--- config.mk ---
export PLATFORM = sky130hd
export DESIGN_NAME = change_dispenser
export DESIGN_NICKNAME = d
export VERILOG_FILES = /design/src/rtl/change_dispenser.sv
export SDC_FILE = /design/constraint.sdc
export NUM_CORES = 1
export LEC_CHECK = 0
export CORE_UTILIZATION = 40
export DETAILED_ROUTE_END_ITERATION = 6
export PLACE_DENSITY = 0.73
export SLEW_MARGIN = 20
export SYNTH_ARGS = -nofsm -noshare
export SYNTH_HDL_FRONTEND = slang
export SYNTH_SLANG_ARGS = --single-unit
--- constraint.sdc ---
create_clock -name clock -period 3.57 [get_ports clock]
set_clock_uncertainty 0.15 [all_clocks]
set_input_delay 0.714 -clock clock [delete_from_list [all_inputs] [get_ports clock]]
set_output_delay 0.714 -clock clock [all_outputs]
set_load 0.03 [all_outputs]
--- src/rtl/change_dispenser.sv ---
// Change machine: accepts a cost/paid request and dispenses change one coin per handshake,
// largest coin first, from a saturating quarter/dime/nickel inventory (amounts in nickel units).
module change_dispenser #(
  parameter int AMT_W     = 8,
  parameter int CNT_W     = 4,
  parameter int MAX_COINS = 0,
  parameter int INIT_Q    = 3,
  parameter int INIT_D    = 3,
  parameter int INIT_N    = 3
) (
  input  logic             clock,
  input  logic             reset_N,
  input  logic             load_valid,
  output logic             load_ready,
  input  logic [AMT_W-1:0] cost,
  input  logic [AMT_W-1:0] paid,
  input  logic             refill_valid,
  input  logic [CNT_W-1:0] refill_q,
  input  logic [CNT_W-1:0] refill_d,
  input  logic [CNT_W-1:0] refill_n,
  output logic             coin_valid,
  input  logic             coin_ready,
  output logic [1:0]       coin,
  output logic             done,
  output logic             exact_amount,
  output logic             cough_up_more,
  output logic             short_change,
  output logic [AMT_W-1:0] remaining,
  output logic [CNT_W-1:0] inv_q,
  output logic [CNT_W-1:0] inv_d,
  output logic [CNT_W-1:0] inv_n
);

  localparam logic [1:0] S_IDLE  = 2'd0;
  localparam logic [1:0] S_CHECK = 2'd1;
  localparam logic [1:0] S_DISP  = 2'd2;
  localparam logic [1:0] S_DONE  = 2'd3;
  localparam logic [31:0] MAX_C  = 32'(MAX_COINS);

  logic [1:0]       state_q, state_d;
  logic [AMT_W-1:0] cost_q, cost_d, paid_q, paid_d;
  logic [AMT_W-1:0] change_q, change_d, cnt_q, cnt_d;
  logic [AMT_W-1:0] rem_q, rem_d;
  logic [CNT_W-1:0] qcnt_q, qcnt_d, dcnt_q, dcnt_d, ncnt_q, ncnt_d;
  logic             exact_q, exact_d, more_q, more_d, short_q, short_d;

  logic [1:0] sel;
  logic [2:0] sel_val;
  logic       cap_ok, offer, accept;

  function automatic logic [CNT_W-1:0] sat_add(input logic [CNT_W-1:0] a,
                                               input logic [CNT_W-1:0] b);
    logic [CNT_W:0] s;
    s = {1'b0, a} + {1'b0, b};
    return s[CNT_W] ? '1 : s[CNT_W-1:0];
  endfunction

  // Greedy selection depends only on registered state, so coin_ready never reaches coin/coin_valid
  always_comb begin
    sel     = 2'b00;
    sel_val = 3'd0;
    if (change_q >= AMT_W'(5) && qcnt_q != '0) begin
      sel     = 2'b11;
      sel_val = 3'd5;
    end else if (change_q >= AMT_W'(2) && dcnt_q != '0) begin
      sel     = 2'b10;
      sel_val = 3'd2;
    end else if (change_q != '0 && ncnt_q != '0) begin
      sel     = 2'b01;
      sel_val = 3'd1;
    end
  end

  assign cap_ok = (MAX_C == 32'd0) || (32'(cnt_q) < MAX_C);
  assign offer  = (state_q == S_DISP) && (sel != 2'b00) && (change_q != '0) && cap_ok;
  assign accept = offer && coin_ready;

  always_comb begin
    state_d  = state_q;
    cost_d   = cost_q;
    paid_d   = paid_q;
    change_d = change_q;
    cnt_d    = cnt_q;
    rem_d    = rem_q;
    qcnt_d   = qcnt_q;
    dcnt_d   = dcnt_q;
    ncnt_d   = ncnt_q;
    exact_d  = exact_q;
    more_d   = more_q;
    short_d  = short_q;
    case (state_q)
      S_IDLE: begin
        if (refill_valid) begin
          qcnt_d = sat_add(qcnt_q, refill_q);
          dcnt_d = sat_add(dcnt_q, refill_d);
          ncnt_d = sat_add(ncnt_q, refill_n);
        end
        if (load_valid) begin
          cost_d  = cost;
          paid_d  = paid;
          cnt_d   = '0;
          rem_d   = '0;
          exact_d = 1'b0;
          more_d  = 1'b0;
          short_d = 1'b0;
          state_d = S_CHECK;
        end
      end
      S_CHECK: begin
        change_d = '0;
        if (cost_q > paid_q) begin
          more_d  = 1'b1;
          rem_d   = '0;
          state_d = S_DONE;
        end else if (cost_q == paid_q) begin
          exact_d = 1'b1;
          rem_d   = '0;
          state_d = S_DONE;
        end else begin
          change_d = paid_q - cost_q;
          state_d  = S_DISP;
        end
      end
      S_DISP: begin
        if (accept) begin
          case (sel)
            2'b11:   qcnt_d = qcnt_q - CNT_W'(1);
            2'b10:   dcnt_d = dcnt_q - CNT_W'(1);
            default: ncnt_d = ncnt_q - CNT_W'(1);
          endcase
          change_d = change_q - AMT_W'(sel_val);
          cnt_d    = cnt_q + AMT_W'(1);
        end else if (!offer) begin
          short_d = (change_q != '0);
          rem_d   = change_q;
          state_d = S_DONE;
        end
      end
      default: state_d = S_IDLE;
    endcase
  end

  always_ff @(posedge clock or negedge reset_N) begin
    if (!reset_N) begin
      state_q  <= S_IDLE;
      cost_q   <= '0;
      paid_q   <= '0;
      change_q <= '0;
      cnt_q    <= '0;
      rem_q    <= '0;
      qcnt_q   <= CNT_W'(INIT_Q);
      dcnt_q   <= CNT_W'(INIT_D);
      ncnt_q   <= CNT_W'(INIT_N);
      exact_q  <= 1'b0;
      more_q   <= 1'b0;
      short_q  <= 1'b0;
    end else begin
      state_q  <= state_d;
      cost_q   <= cost_d;
      paid_q   <= paid_d;
      change_q <= change_d;
      cnt_q    <= cnt_d;
      rem_q    <= rem_d;
      qcnt_q   <= qcnt_d;
      dcnt_q   <= dcnt_d;
      ncnt_q   <= ncnt_d;
      exact_q  <= exact_d;
      more_q   <= more_d;
      short_q  <= short_d;
    end
  end

  assign load_ready    = (state_q == S_IDLE);
  assign coin_valid    = offer;
  assign coin          = offer ? sel : 2'b00;
  assign done          = (state_q == S_DONE);
  assign exact_amount  = exact_q;
  assign cough_up_more = more_q;
  assign short_change  = short_q;
  assign remaining     = rem_q;
  assign inv_q         = qcnt_q;
  assign inv_d         = dcnt_q;
  assign inv_n         = ncnt_q;

endmodule
==> results.tsv <==
stage	metric	value	unit
global_routing	vias in the first global route	2942	
worst_setup_path	startpoint types	flip-flop	
sta	Slew Limit Fails	0	
global_routing	global-route wire length before repair	13180	um
layout	commonest cells after routing, fill and taps aside	56 x clkdlybuf4s50_1, 43 x dfrtp_1, 41 x inv_1	
routing	DR WL/cell	14.09	um
placement	GPL Wtd Cong	0.8403	
worst_setup_path	Worst R2R Setup Slack	0.25	ns
sta	Setup-failing EPs final	0	
layout	share of cells above drive strength 1	12.98	%
synthesis	synth warn	0	
layout	Util after Layout	52.72	%
routing	DRC viols	0	
layout	nets	506	
clock_network	worst skew pair latency	0.31	ns
worst_setup_path	CP arrival	3.38	ns
clock_network	root buf cell	clkbuf_8	
worst_setup_path	end of the critical path	change_q[4]$_DFFE_PN0P_	
sta	min Tclk post-route	3.325	ns
sta	Worst Hold Slack	0.1971	ns
floorplanning	Die W	95.64	um
sta	final hold viol count	0	
clock_network	H-tree depth	2	
worst_setup_path	start point of the critical path	inv_d[0]$_DFFE_PN1P_	
synthesis	cell area after synthesis	3507	sq um
synthesis	Synth async-reset ratio	100.0	%
placement	post-placement cell area	4277	sq um
pwr	Sw Pwr	2.108	mW
layout	design area	4397	sq um
pwr	combinational power share	66.9	%
pwr	clock network power share	9.1	%
pwr	Flop pwr share	24.0	%
global_routing	total track usage	18.26	%
worst_setup_path	FF-to-FF Start	inv_d[0]$_DFFE_PN1P_	
clock_network	maximum clock path buffer count	2	
worst_setup_path	Setup crit end kind	flip-flop	
pwr	Power per Cell Area	1015	nW/um^2
sta	Tcrit/Tclk final	93.14	%
routing	WL final	7665	um
synthesis	count of cell types in the netlist	56	
layout	commonest non-fill, non-tap cell in the layout	clkdlybuf4s50_1	
layout	Layout area overhead	25.37	%
layout	# fillers	770	
global_routing	largest net degree at the start of global routing	40	
pwr	VDD IR max	462.2	uV
job	Max Cap Viol	0	
hold_path	worst min path class	input pin to async pin	
synthesis	Synth Flop Type	dfrtp_1	
routing	DR iter-0 viols	161	
sta	RSZ-0062 raised after global routing	no	
synthesis	Mapped Avg Cell Area	9.428	sq um
pwr	LEAKAGE	1.940	nW
worst_setup_path	crit-path cells	inv_1 > ha_1 > nor3b_1 > a31oi_2 > and2_1 > inv_1 > fa_1 > a211oi_2 > nand2_1 > nand2_1 > o221ai_1 > a211o_2	
placement	post-detail-place hpwl	6046	um
pwr	Int Pwr	2.355	mW
sta	setup TNS	0	ns
routing	post-DR vias/cell	5.447	
sta	Worst-Margin Slew	0.6662	ns
floorplanning	row cnt	33	
clock_network	Worst-path clk slew	0.10	ns
global_routing	initial antenna violation count	0	
sta	worst slew margin relative to its limit	55.17	%
worst_setup_path	worst r2r dst	change_q[4]$_DFFE_PN0P_	
global_routing	grt ovf	0	
worst_setup_path	slowest stage cell, crit path	dfstp_2	
pwr	switch share	47.23	%
worst_setup_path	required time of the worst setup path	3.62	ns
layout	ANT cells	0	
clock_network	CTS Buf Count	5	
synthesis	syn_nets	440	
placement	Buffers on Ports	60	
sta	Max Freq	0.3008	GHz
floorplanning	Die Area	9146	sq um
worst_setup_path	CP Max Fanout	5	
routing	Vias	2963	
floorplanning	die height	95.64	um
clock_network	Hold Buf Count CTS	0	
floorplanning	I/O Pins	61	
clock_network	TritonCTS Sinks	49	
worst_setup_path	Worst path max stage delay	0.58	ns
floorplanning	Initial Util	42.05	%
synthesis	Synth Register Bits	49	
routing	antenna viol nets, final	0	
pwr	overall power	4.464	mW
clock_network	TritonCTS clock tree	done	
synthesis	Post-synth EDFFs	0	
worst_setup_path	kind of critical path	flip-flop to flip-flop	
synthesis	Synth Instances	372	
worst_setup_path	R2R depth	12	
synthesis	sequential fraction of the synthesis area	35.18	%
clock_network	Setup Buffers After CTS	0	
clock_network	post_cts resized	0	
floorplanning	core area	8341	sq um
run_status	status	completed	
routing	first-pass iteration count of the detailed router	4	
==> synth_stat cells (4+ instances only) <==
| library cell | instances | area, sq um |
|---|---|---|
| nand3_1 | 10 | 50.05 |
| ha_1 | 30 | 375.4 |
| and2_1 | 6 | 37.54 |
| mux2_2 | 19 | 214.0 |
| clkbuf_1 | 6 | 22.52 |
| a21oi_1 | 19 | 95.09 |
| mux2i_1 | 15 | 150.1 |
| xnor2_1 | 7 | 61.31 |
| a31oi_1 | 9 | 56.30 |
| nor2_1 | 26 | 97.59 |
| dfrtp_1 | 43 | 1076 |
| o21ai_0 | 16 | 80.08 |
| fa_1 | 5 | 100.1 |
| xor2_1 | 4 | 35.03 |
| nor3_1 | 20 | 100.1 |
| nand2_1 | 30 | 112.6 |
| inv_1 | 41 | 153.9 |
| nor2b_1 | 5 | 31.28 |
| dfstp_2 | 6 | 157.7 |
==> how the worst min path moves through the flow <==
stage                                      from                       to  depth (start not counted)
after global placement    cost_q[5]$_DFFE_PN0P_    cost_q[5]$_DFFE_PN0P_                          1
after CTS                               reset_N    paid_q[5]$_DFFE_PN0P_                          2
after floorplan                         reset_N  change_q[0]$_DFFE_PN0P_                          0
final                                   reset_N    paid_q[4]$_DFFE_PN0P_                          2
after detailed placement  cost_q[3]$_DFFE_PN0P_    cost_q[3]$_DFFE_PN0P_                          1
after global routing                    reset_N    paid_q[2]$_DFFE_PN0P_                          2
==> metrics by stage <==
| stage | instances | setup WS, ns |
|---|---|---|
| final | 544 | 0.2450 |
| after global routing | 544 | 0.02568 |
| after CTS | 544 | 0.1205 |
| after detailed placement | 536 | 0.1453 |
| after global placement | 534 | 0.2636 |
| after floorplan | 372 | 0.2911 |
==> metal layers <==
| metal | part of all wire, % | vias up | GRT usage (%) | wire, um |
|---|---|---|---|---|
| met3 | 5.8 | 10 | 3.748 | 443 |
| met5 | 0 | - | 0 | 0 |
| li1 | - | 1453 | - | - |
| met2 | 50 | 84 | 32.44 | 3832 |
| met1 | 43 | 1416 | 22.72 | 3312 |
| met4 | 0.99 | 0 | 3.980 | 76 |
==> cells by family after synthesis <==
group	after synthesis	share of synthesized area [%]
AOI/OAI and AO/OA	82	16.80
xor gates and xnor gates	11	2.747
adders and majority gates	35	13.56
buffers and inverters	48	5.244
DFF	49	35.18
muxes	34	10.38
and+or+nand+nor	113	16.09
==> worst max-delay path: cells and delay by family, from the launching register on <==
family          cells  cell delay (ns)
simple gates        4             0.59
fa+ha+maj           2             0.67
buf+inv             2             0.16
flops               1             0.58
compound gates      4             1.08
==> cell type report <==
type / count / area [sq um] / area share [%]
Tap cell: 105 / 131.4 / 2.988
Multi-Input combinational cell: 275 / 2095 / 47.64
Timing Repair Buffer: 66 / 670.6 / 15.25
Clock inverter: 3 / 43.79 / 0.9960
Sequential cell: 49 / 1234 / 28.06
Inverter: 41 / 153.9 / 3.500
Clock buffer: 5 / 68.82 / 1.565
==> power groups by stage <==
stage	combinational, mW	sequential [mW]	clock (mW)
after floorplan	2.00	1.23	0
after global placement	2.92	1.07	0
after detailed placement	2.99	1.09	0
after CTS	3.00	1.08	0.423
after global routing	3.32	1.11	0.444
final	2.99	1.07	0.404
==> sequential cells by signal, indices dropped and copies added (netlist names), 2 cells and up <==
register / cells
state_q: 2
remaining: 8
change_q: 8
inv_n: 4
cost_q: 8
paid_q: 8
inv_q: 4
inv_d: 4
Note: power is estimated with default switching activity, not from simulation.
